### src/rtl/udp_ip_tx_framer.sv
// rtl/udp_ip_tx_framer.sv - UDP datagram framer feeding the IP transmit path
module udp_ip_tx_framer #(
  parameter logic [7:0] IP_TTL  = 8'd64,
  parameter logic [5:0] IP_DSCP = 6'd0,
  parameter logic [1:0] IP_ECN  = 2'd0
) (
  input  logic        clk,
  input  logic        rst_n,
  input  logic        s_udp_hdr_valid,
  output logic        s_udp_hdr_ready,
  input  logic [31:0] s_udp_source_ip,
  input  logic [31:0] s_udp_dest_ip,
  input  logic [15:0] s_udp_source_port,
  input  logic [15:0] s_udp_dest_port,
  input  logic [15:0] s_udp_payload_len,
  input  logic [7:0]  s_udp_payload_axis_tdata,
  input  logic        s_udp_payload_axis_tvalid,
  output logic        s_udp_payload_axis_tready,
  input  logic        s_udp_payload_axis_tlast,
  input  logic        s_udp_payload_axis_tuser,
  output logic        m_ip_hdr_valid,
  input  logic        m_ip_hdr_ready,
  output logic [5:0]  m_ip_dscp,
  output logic [1:0]  m_ip_ecn,
  output logic [7:0]  m_ip_ttl,
  output logic [7:0]  m_ip_protocol,
  output logic [15:0] m_ip_length,
  output logic [31:0] m_ip_source_ip,
  output logic [31:0] m_ip_dest_ip,
  output logic [7:0]  m_ip_payload_axis_tdata,
  output logic        m_ip_payload_axis_tvalid,
  input  logic        m_ip_payload_axis_tready,
  output logic        m_ip_payload_axis_tlast,
  output logic        m_ip_payload_axis_tuser,
  output logic        busy,
  output logic        error_early_termination,
  output logic        error_oversize
);

  localparam logic [15:0] MAX_LEN = 16'd65507;

  typedef enum logic [2:0] {IDLE, IP_HDR, UDP_HDR, PAYLOAD, DRAIN} state_t;

  state_t      state, state_next;
  logic [2:0]  hdr_idx;
  logic [15:0] count, payload_len, udp_len, src_port, dst_port;
  logic [7:0]  hdr_byte;
  logic        last_count, accept, oversize_set, early_set, hdr_xfer, pay_xfer;

  assign last_count     = (count == payload_len - 16'd1);
  assign busy           = (state != IDLE);
  assign m_ip_hdr_valid = (state == IP_HDR);
  assign m_ip_protocol  = 8'd17;
  assign m_ip_ttl       = IP_TTL;
  assign m_ip_dscp      = IP_DSCP;
  assign m_ip_ecn       = IP_ECN;

  // Header bytes come from latched fields indexed by a register, so they only move on transfer.
  always_comb begin
    case (hdr_idx)
      3'd0:    hdr_byte = src_port[15:8];
      3'd1:    hdr_byte = src_port[7:0];
      3'd2:    hdr_byte = dst_port[15:8];
      3'd3:    hdr_byte = dst_port[7:0];
      3'd4:    hdr_byte = udp_len[15:8];
      3'd5:    hdr_byte = udp_len[7:0];
      default: hdr_byte = 8'h00;
    endcase
  end

  always_comb begin
    state_next                = state;
    s_udp_hdr_ready           = 1'b0;
    s_udp_payload_axis_tready = 1'b0;
    m_ip_payload_axis_tdata   = 8'h00;
    m_ip_payload_axis_tvalid  = 1'b0;
    m_ip_payload_axis_tlast   = 1'b0;
    m_ip_payload_axis_tuser   = 1'b0;
    accept                    = 1'b0;
    oversize_set              = 1'b0;
    early_set                 = 1'b0;
    hdr_xfer                  = 1'b0;
    pay_xfer                  = 1'b0;
    case (state)
      IDLE: begin
        s_udp_hdr_ready = 1'b1;
        if (s_udp_hdr_valid) begin
          if (s_udp_payload_len > MAX_LEN) begin
            oversize_set = 1'b1;
          end else begin
            accept     = 1'b1;
            state_next = IP_HDR;
          end
        end
      end
      IP_HDR: begin
        if (m_ip_hdr_ready) state_next = UDP_HDR;
      end
      UDP_HDR: begin
        m_ip_payload_axis_tdata  = hdr_byte;
        m_ip_payload_axis_tvalid = 1'b1;
        m_ip_payload_axis_tlast  = (hdr_idx == 3'd7) && (payload_len == 16'd0);
        if (m_ip_payload_axis_tready) begin
          hdr_xfer = 1'b1;
          if (hdr_idx == 3'd7) state_next = (payload_len == 16'd0) ? IDLE : PAYLOAD;
        end
      end
      PAYLOAD: begin
        m_ip_payload_axis_tdata   = s_udp_payload_axis_tdata;
        m_ip_payload_axis_tvalid  = s_udp_payload_axis_tvalid;
        s_udp_payload_axis_tready = m_ip_payload_axis_tready;
        m_ip_payload_axis_tlast   = s_udp_payload_axis_tlast || last_count;
        // A length mismatch in either direction marks the final beat bad.
        m_ip_payload_axis_tuser   = s_udp_payload_axis_tuser ||
                                    (s_udp_payload_axis_tlast != last_count);
        if (s_udp_payload_axis_tvalid && m_ip_payload_axis_tready) begin
          pay_xfer = 1'b1;
          if (s_udp_payload_axis_tlast) begin
            early_set  = !last_count;
            state_next = IDLE;
          end else if (last_count) begin
            early_set  = 1'b1;
            state_next = DRAIN;
          end
        end
      end
      DRAIN: begin
        s_udp_payload_axis_tready = 1'b1;
        if (s_udp_payload_axis_tvalid && s_udp_payload_axis_tlast) state_next = IDLE;
      end
      default: state_next = IDLE;
    endcase
  end

  always_ff @(posedge clk or negedge rst_n) begin
    if (!rst_n) state <= IDLE;
    else        state <= state_next;
  end

  always_ff @(posedge clk or negedge rst_n) begin
    if (!rst_n) begin
      error_oversize          <= 1'b0;
      error_early_termination <= 1'b0;
      m_ip_length             <= 16'd0;
      m_ip_source_ip          <= 32'd0;
      m_ip_dest_ip            <= 32'd0;
      src_port                <= 16'd0;
      dst_port                <= 16'd0;
      udp_len                 <= 16'd0;
      payload_len             <= 16'd0;
      hdr_idx                 <= 3'd0;
      count                   <= 16'd0;
    end else begin
      error_oversize          <= oversize_set;
      error_early_termination <= early_set;
      if (accept) begin
        m_ip_length    <= s_udp_payload_len + 16'd28;
        udp_len        <= s_udp_payload_len + 16'd8;
        payload_len    <= s_udp_payload_len;
        m_ip_source_ip <= s_udp_source_ip;
        m_ip_dest_ip   <= s_udp_dest_ip;
        src_port       <= s_udp_source_port;
        dst_port       <= s_udp_dest_port;
      end
      if (state == IP_HDR)  hdr_idx <= 3'd0;
      else if (hdr_xfer)    hdr_idx <= hdr_idx + 3'd1;
      if (state == UDP_HDR) count <= 16'd0;
      else if (pay_xfer)    count <= count + 16'd1;
    end
  end

endmodule

### config.mk
export PLATFORM = sky130hd
export DESIGN_NAME = udp_ip_tx_framer
export DESIGN_NICKNAME = d
export VERILOG_FILES = /design/src/rtl/udp_ip_tx_framer.sv
export SDC_FILE = /design/constraint.sdc
export NUM_CORES = 1
export LEC_CHECK = 0
export CAP_MARGIN = 5
export CELL_PAD_IN_SITES_DETAIL_PLACEMENT = 1
export CELL_PAD_IN_SITES_GLOBAL_PLACEMENT = 1
export CORE_MARGIN = 4
export CORE_UTILIZATION = 28
export CTS_BUF_LIST = sky130_fd_sc_hd__clkbuf_8
export CTS_CLUSTER_DIAMETER = 100
export DETAILED_ROUTE_END_ITERATION = 7
export PLACE_DENSITY = 0.65
export SYNTH_ARGS = -nofsm -noshare
export SYNTH_HDL_FRONTEND = slang
export SYNTH_SLANG_ARGS = --single-unit
### constraint.sdc
create_clock -name clk -period 5.4 [get_ports clk]
set_input_delay 0.81 -clock clk [delete_from_list [all_inputs] [get_ports clk]]
set_output_delay 0.81 -clock clk [all_outputs]
set_load 0.02 [all_outputs]
==> impl_metrics.yaml, run 1 <==
drt:
  ant_nets: 0
  drcViolationCount: 0
  vias: 5929
  dr.pass1.iters: 4
  post_drt_wl_per_cell_um: 18.2
  via_per_inst: 4.57
  drt_iter0_markers: 273
  drt-total-wl_mm: 23.5
die:
  ios: 249
  start_util_pct: 28.5
  rows: 61
  coreArea_mm2: 0.0279
  dieArea_mm2: 0.0311
  dieWidth_um: 176
  die_y_um: 176
clock_network:
  clkTransAtPathRegs_ns: 0.11
  numCtsBuffers: 17
  cts_tree: "done"
  cts_resized: 0
  cts_sinks: 163
  post-cts-setup-buffers: 0
  cts_buffer_depth: 2
  clock_latency_ns: 0.46
  postCtsHoldBufs: 0
  clk_root_buffer_cell: "clkbuf_8"
  cts_max_level: 4
power:
  p_int_mw: 3.57
  p_sw_share_pct: 39.7
  p_sw_mw: 2.35
  power_frac_comb_pct: 48.0
  clockPowerShare_pct: 15.5
  sequentialPowerShare_pct: 36.5
  vdd_ir_drop_max_uv: 207
  power_density_mw_per_mm2: 545
  p_leak_nw: 4.52
  total_power_mw: 5.92
cells_and_area:
  layout_commonest_cell: "clkdlybuf4s50_1"
  layout-drive-gt1-share_pct: 17.1
  final_cell_mix: "clkdlybuf4s50_1, dfrtp_1, mux2_2"
  nNetsFinal: 1046
  syn_to_final_growth_pct: 36.5
timing:
  whs_ns: 0.339
  tns_ns: 0
  skew_ns: 0.0113
  fin_crit_sh_pct: 87.5
  worst_pin_slew_ns: 1.05
  period_minus_slack_ns: 4.72
  slew_headroom_pct: 29.4
  setup_viol: 0
  timing.fmax_mhz: 212
  slew_viol_final: 0
  hold_viol: 0
  rsz0062_at_grt: "false"
synth:
  synth_area_leaders: "dfrtp_1, mux2_2, xnor2_1"
  post-synth-top-area-fraction_pct: 51.3
  synthArstFlopShare_pct: 100
  synth-seq-cells: 163
  syn_area_mm2: 0.00794
  syn_inst: 695
  ys.flop_type: "dfrtp_1"
  synth_top_area_cell: "dfrtp_1"
  synth-seq-area-share_pct: 51.3
  synth_cell_types: 53
  ys_warn_count: 0
  syn_area_per_cell_um2: 11.4
  synth-edff-count: 0
critical_path:
  crit_type: "reg -> out"
  cp_max_fo: 7
  reg2reg_to: "state[0]"
  required_ns: 4.59
  r2r_cells: 13
  worst_r2r_startpoint: "m_ip_length[0]"
  r2r_setup_slack_ns: 1.78
  critPathArrivalTime_ns: 3.91
  setup.worst_path.start_class: "flip-flop"
  cp-end-kind: "output pin"
placed_design:
  hpwl_mm: 18.1
  gp_congestion: 0.830
  port-buffer-count: 224
run_status:
  status: "finished clean"
global_routing:
  first_global_vias: 6480
  grt_pass1_wl_mm: 36.7
  grt_max_degree: 89
  grt_util_all_layers_pct: 15.1
  grt_overflow: 0
  antenna_found_initial: 4
worst_hold_path:
  hold_path_class: "in -> async"
flow_run:
  maxCapViolCount: 0
==> flip-flops by register name, indices dropped and copies added, names as in the netlist <==
signal                   flops
m_ip_source_ip              32
payload_len                 14
udp_len                     13
error_oversize               1
m_ip_dest_ip                32
state                        3
error_early_termination      1
m_ip_length                 16
hdr_idx                      3
dst_port                    16
count                       16
src_port                    16
==> cell families (layout without fill, tap and decap cells) <==
family	after synthesis	count (layout)	share of synthesized area (%)
simple gates	167	167	10.2
flops	163	163	51.3
mux	115	115	16.3
compound gates	98	98	8.44
buf+inv	82	282	5.53
xor+xnor	54	54	5.95
fa+ha+maj	14	14	2.21
other cells	2	25	0.0945
==> per-stage QoR <==
step	util, %	setup WS (ns)	instance area, µm²	cells
after detailed placement	37.5	1.15	10400	1263
after CTS	38.9	0.639	10800	1295
after global routing	38.9	0.320	10800	1295
after floorplan	-	1.91	8030	717
after global placement	37.5	1.22	10400	1263
final	38.9	0.676	10800	1296
==> power groups by stage <==
stage / sequential [mW] / combinational, mW / clock, mW
final: 2.16 / 2.84 / 0.918
after floorplan: 2.43 / 1.37 / 0
after CTS: 2.16 / 2.89 / 0.960
after detailed placement: 2.19 / 2.88 / 0
after global placement: 2.15 / 2.85 / 0
after global routing: 2.24 / 3.07 / 1.01
==> Yosys cell counts, drive strengths merged (3+ instances only) <==
cell type    n
dfrtp      163
mux2       113
nand2       60
buf         44
o21ai       44
nor2        36
xnor2       29
xor2        25
clkbuf      19
inv         19
nand3       15
a222oi      14
ha          14
a21oi       13
a22o         9
nor3         9
or3          8
nand4        7
and3         5
nor4         5
and2         4
nand3b       3
nor2b        3
==> critical path, cell delays in order, from the launching register on <==
cell and delay [ns]:
dfrtp_1 0.46, inv_1 0.11, ha_1 0.19, nor3b_1 0.53, nand4_1 0.31, or3_1 0.44
a221o_1 0.37, ha_1 0.31, nor2_1 0.05, nor2_1 0.09, clkdlybuf4s50_1 0.61
==> how the worst max path moves through the flow <==
stage,slack [ns],cells after the start,end,startpoint
floorplan,1.91,11,m_ip_payload_axis_tuser,m_ip_length[0]
global route,0.32,12,m_ip_payload_axis_tuser,m_ip_length[0]
finish,0.68,10,m_ip_payload_axis_tuser,m_ip_length[0]
global placement,1.22,12,m_ip_payload_axis_tuser,m_ip_length[0]
CTS,0.64,12,m_ip_payload_axis_tuser,m_ip_length[0]
detailed placement,1.15,12,m_ip_payload_axis_tuser,m_ip_length[0]
==> routing by layer <==
metal  wire length (µm)  vias to the layer above  track usage, %
met1               9740                     2945            18.8
met3               1530                       29            4.71
met5                 37                        -               0
met2              11900                      137            25.4
li1                   -                     2810               -
met4                350                        8            4.09
==> area by class of cell <==
type,count,area [µm²]
Fill cell,3048,17000
Tap cell,378,473
Timing Repair Buffer,231,2310
Antenna cell,1,2.50
Inverter,19,71.3
Multi-Input combinational cell,472,3510
Clock buffer,18,248
Clock inverter,14,156
Sequential cell,163,4080
Note: power is estimated with default switching activity, not from simulation.
==> run 2: changes to the inputs <==
HOLD_SLACK_MARGIN = 0.03   (was unset)
==> results of run 2 <==
No change in the layout: final DEF, timing and power equal those of run 1.
==> run 3: changes to the inputs <==
--- a/config.mk
+++ b/config.mk
@@ -19,2 +19,3 @@
 export SYNTH_HDL_FRONTEND = slang
 export SYNTH_SLANG_ARGS = --single-unit
+export TNS_END_PERCENT = 20
==> constraint.sdc (replaced) <==
create_clock -name clk -period 5.4 [get_ports clk]
set_input_delay 1.62 -clock clk [delete_from_list [all_inputs] [get_ports clk]]
set_output_delay 1.62 -clock clk [all_outputs]
set_load 0.02 [all_outputs]
==> impl_metrics.yaml, run 3 (synthesis gave the netlist of run 1 again) <==
run_status:
  status: "finished clean"
power:
  clockPowerShare_pct: 15.7
  power_frac_comb_pct: 48.4
  sequentialPowerShare_pct: 36.0
  p_leak_nw: 4.54
  p_sw_share_pct: 39.5
  p_sw_mw: 2.35
  power_density_mw_per_mm2: 548
  p_int_mw: 3.60
  vdd_ir_drop_max_uv: 227
  total_power_mw: 5.96
critical_path:
  cpMostUsedCell: "nor2_1"
  r2r_cells: 12
  cp_max_fo: 8
  critPathArrivalTime_ns: 3.51
  cpPeakStageDelay_ns: 0.59
  path_cells: "or4_1, nor3_1, o211ai_1, a2111oi_2, nand4_1, a221o_1, ha_1, nor2_1, nor2_1, dlygate4sd2_1"
  required_ns: 3.78
  setup.worst_path.start_class: "flip-flop"
  crit_type: "reg -> out"
  cp-end-kind: "output pin"
  worst_r2r_startpoint: "payload_len[4]"
  reg2reg_to: "state[0]"
  r2r_setup_slack_ns: 1.93
  crit_start: "payload_len[4]"
  critical-path-slowest-cell: "or4_1"
clock_network:
  post-cts-setup-buffers: 0
  clk_root_buffer_cell: "clkbuf_8"
  cts_max_level: 4
  cts_buffer_depth: 2
  clock_latency_ns: 0.47
  cts_tree: "done"
  cts_sinks: 163
  clkTransAtPathRegs_ns: 0.09
  numCtsBuffers: 17
  postCtsHoldBufs: 0
cells_and_area:
  top_regs: "m_ip_dest_ip: 32 flops, m_ip_source_ip: 32 flops"
  finish.utilization_pct: 39.0
  final_cell_mix: "clkdlybuf4s50_1, dfrtp_1, mux2_2"
  layout_commonest_cell: "clkdlybuf4s50_1"
  final_area_mm2: 0.0109
  layout-drive-gt1-share_pct: 17.5
  nNetsFinal: 1050
  syn_to_final_growth_pct: 36.8
timing:
  rsz0062_at_grt: "false"
  slew_headroom_pct: 39.5
  setup_slack_ns: 0.268
  period_minus_slack_ns: 5.13
  setup_viol: 0
  hold_viol: 0
  timing.fmax_mhz: 195
  worst_pin_slew_ns: 0.908
  skew_ns: 0.0178
  slew_viol_final: 0
  tns_ns: 0
  fin_crit_sh_pct: 95.0
global_routing:
  met3_usage_pct: 5.55
  first_global_vias: 6492
  grt.busiest_layer: "met2"
  met1_usage_pct: 19.2
  grt_use_met2_pct: 25.7
  grt_pass1_wl_mm: 37.5
  grt_util_all_layers_pct: 15.4
  grt_overflow: 0
  antenna_found_initial: 4
  grt_max_degree: 74
flow_run:
  maxCapViolCount: 0
die:
  coreArea_mm2: 0.0279
  rows: 61
  start_util_pct: 28.5
  dieWidth_um: 176
  ios: 249
  dieArea_mm2: 0.0311
  die_y_um: 176
drt:
  drt-total-wl_mm: 24.0
  via_per_inst: 4.61
  dr.pass1.iters: 7
  ant_nets: 0
  post_drt_wl_per_cell_um: 18.4
  drt_iter0_markers: 236
  vias: 6002
  drcViolationCount: 0
placed_design:
  gp_congestion: 0.841
  pre_cts_ws_ns: 0.461
  port-buffer-count: 224
  postPlaceCellArea_mm2: 0.0105
  hpwl_mm: 18.4
worst_hold_path:
  min_path_cells: 2
  hold_path_class: "reg -> reg"
  min_to: "udp_len[14]"
  worstHoldStart: "udp_len[14]"
[run 3: cell count changes in the layout (fill, tap and decap cells not counted), sizes merged]
cell	change
buf	+4
clkdlybuf4s50	-2
clkinv	-2
clkinvlp	+2
dlygate4sd2	+2
bufinv	+1
clkbuf	-1
diode	+1
[run 3: layout make-up]
type                            count  area (µm²)
Tap cell                          378         473
Clock inverter                     15         164
Antenna cell                        2        5.00
Fill cell                        3072       17000
Timing Repair Buffer              235        2340
Inverter                           19        71.3
Sequential cell                   163        4080
Clock buffer                       17         234
Multi-Input combinational cell    472        3510
[run 3: power by group through the flow]
stage                     Combinational, mW  Clock (mW)  Sequential [mW]
final                                  2.88       0.933             2.14
after global routing                   3.11        1.04             2.23
after CTS                              2.93       0.974             2.15
after detailed placement               2.92           0             2.17
after global placement                 2.89           0             2.14
after floorplan                        1.37           0             2.43
[run 3: per-stage QoR]
stage / cells / hold slack [ns]
after floorplan: 717 / 0.444
after global placement: 1267 / 0.463
final: 1301 / 0.493
after global routing: 1300 / 0.533
after CTS: 1299 / 0.497
after detailed placement: 1267 / 0.475
[run 3: worst max-delay path by stage]
| stage | to | cells after the start |
|---|---|---|
| 2_1_floorplan | m_ip_payload_axis_tuser | 11 |
| 3_3_place_gp | m_ip_payload_axis_tuser | 10 |
| 3_5_place_dp | m_ip_payload_axis_tuser | 10 |
| 4_1_cts | m_ip_payload_axis_tuser | 10 |
| 5_1_grt | m_ip_payload_axis_tuser | 10 |
| 6_report | m_ip_payload_axis_tuser | 10 |
[run 3: per-layer routing]
layer | vias up | wire, µm
met5 | - | 41
met4 | 6 | 242
met3 | 18 | 1550
met2 | 140 | 11900
met1 | 3020 | 10200
li1 | 2818 | -
[run 3: repair_timing]
item,CTS,global route
gates resized for setup,2,0
setup endpoints to repair,2,0
hold endpoints to repair,0,0
[run 3: worst max-delay path: cells and delay by family (launching register included)]
kind	cells	cell delay [ns]
buffers and inverters	1	0.32
flip-flops	1	0.48
adder cells (fa/ha/maj)	1	0.30
AO/OA/AOI/OAI	3	0.85
AND/OR/NAND/NOR	5	1.11
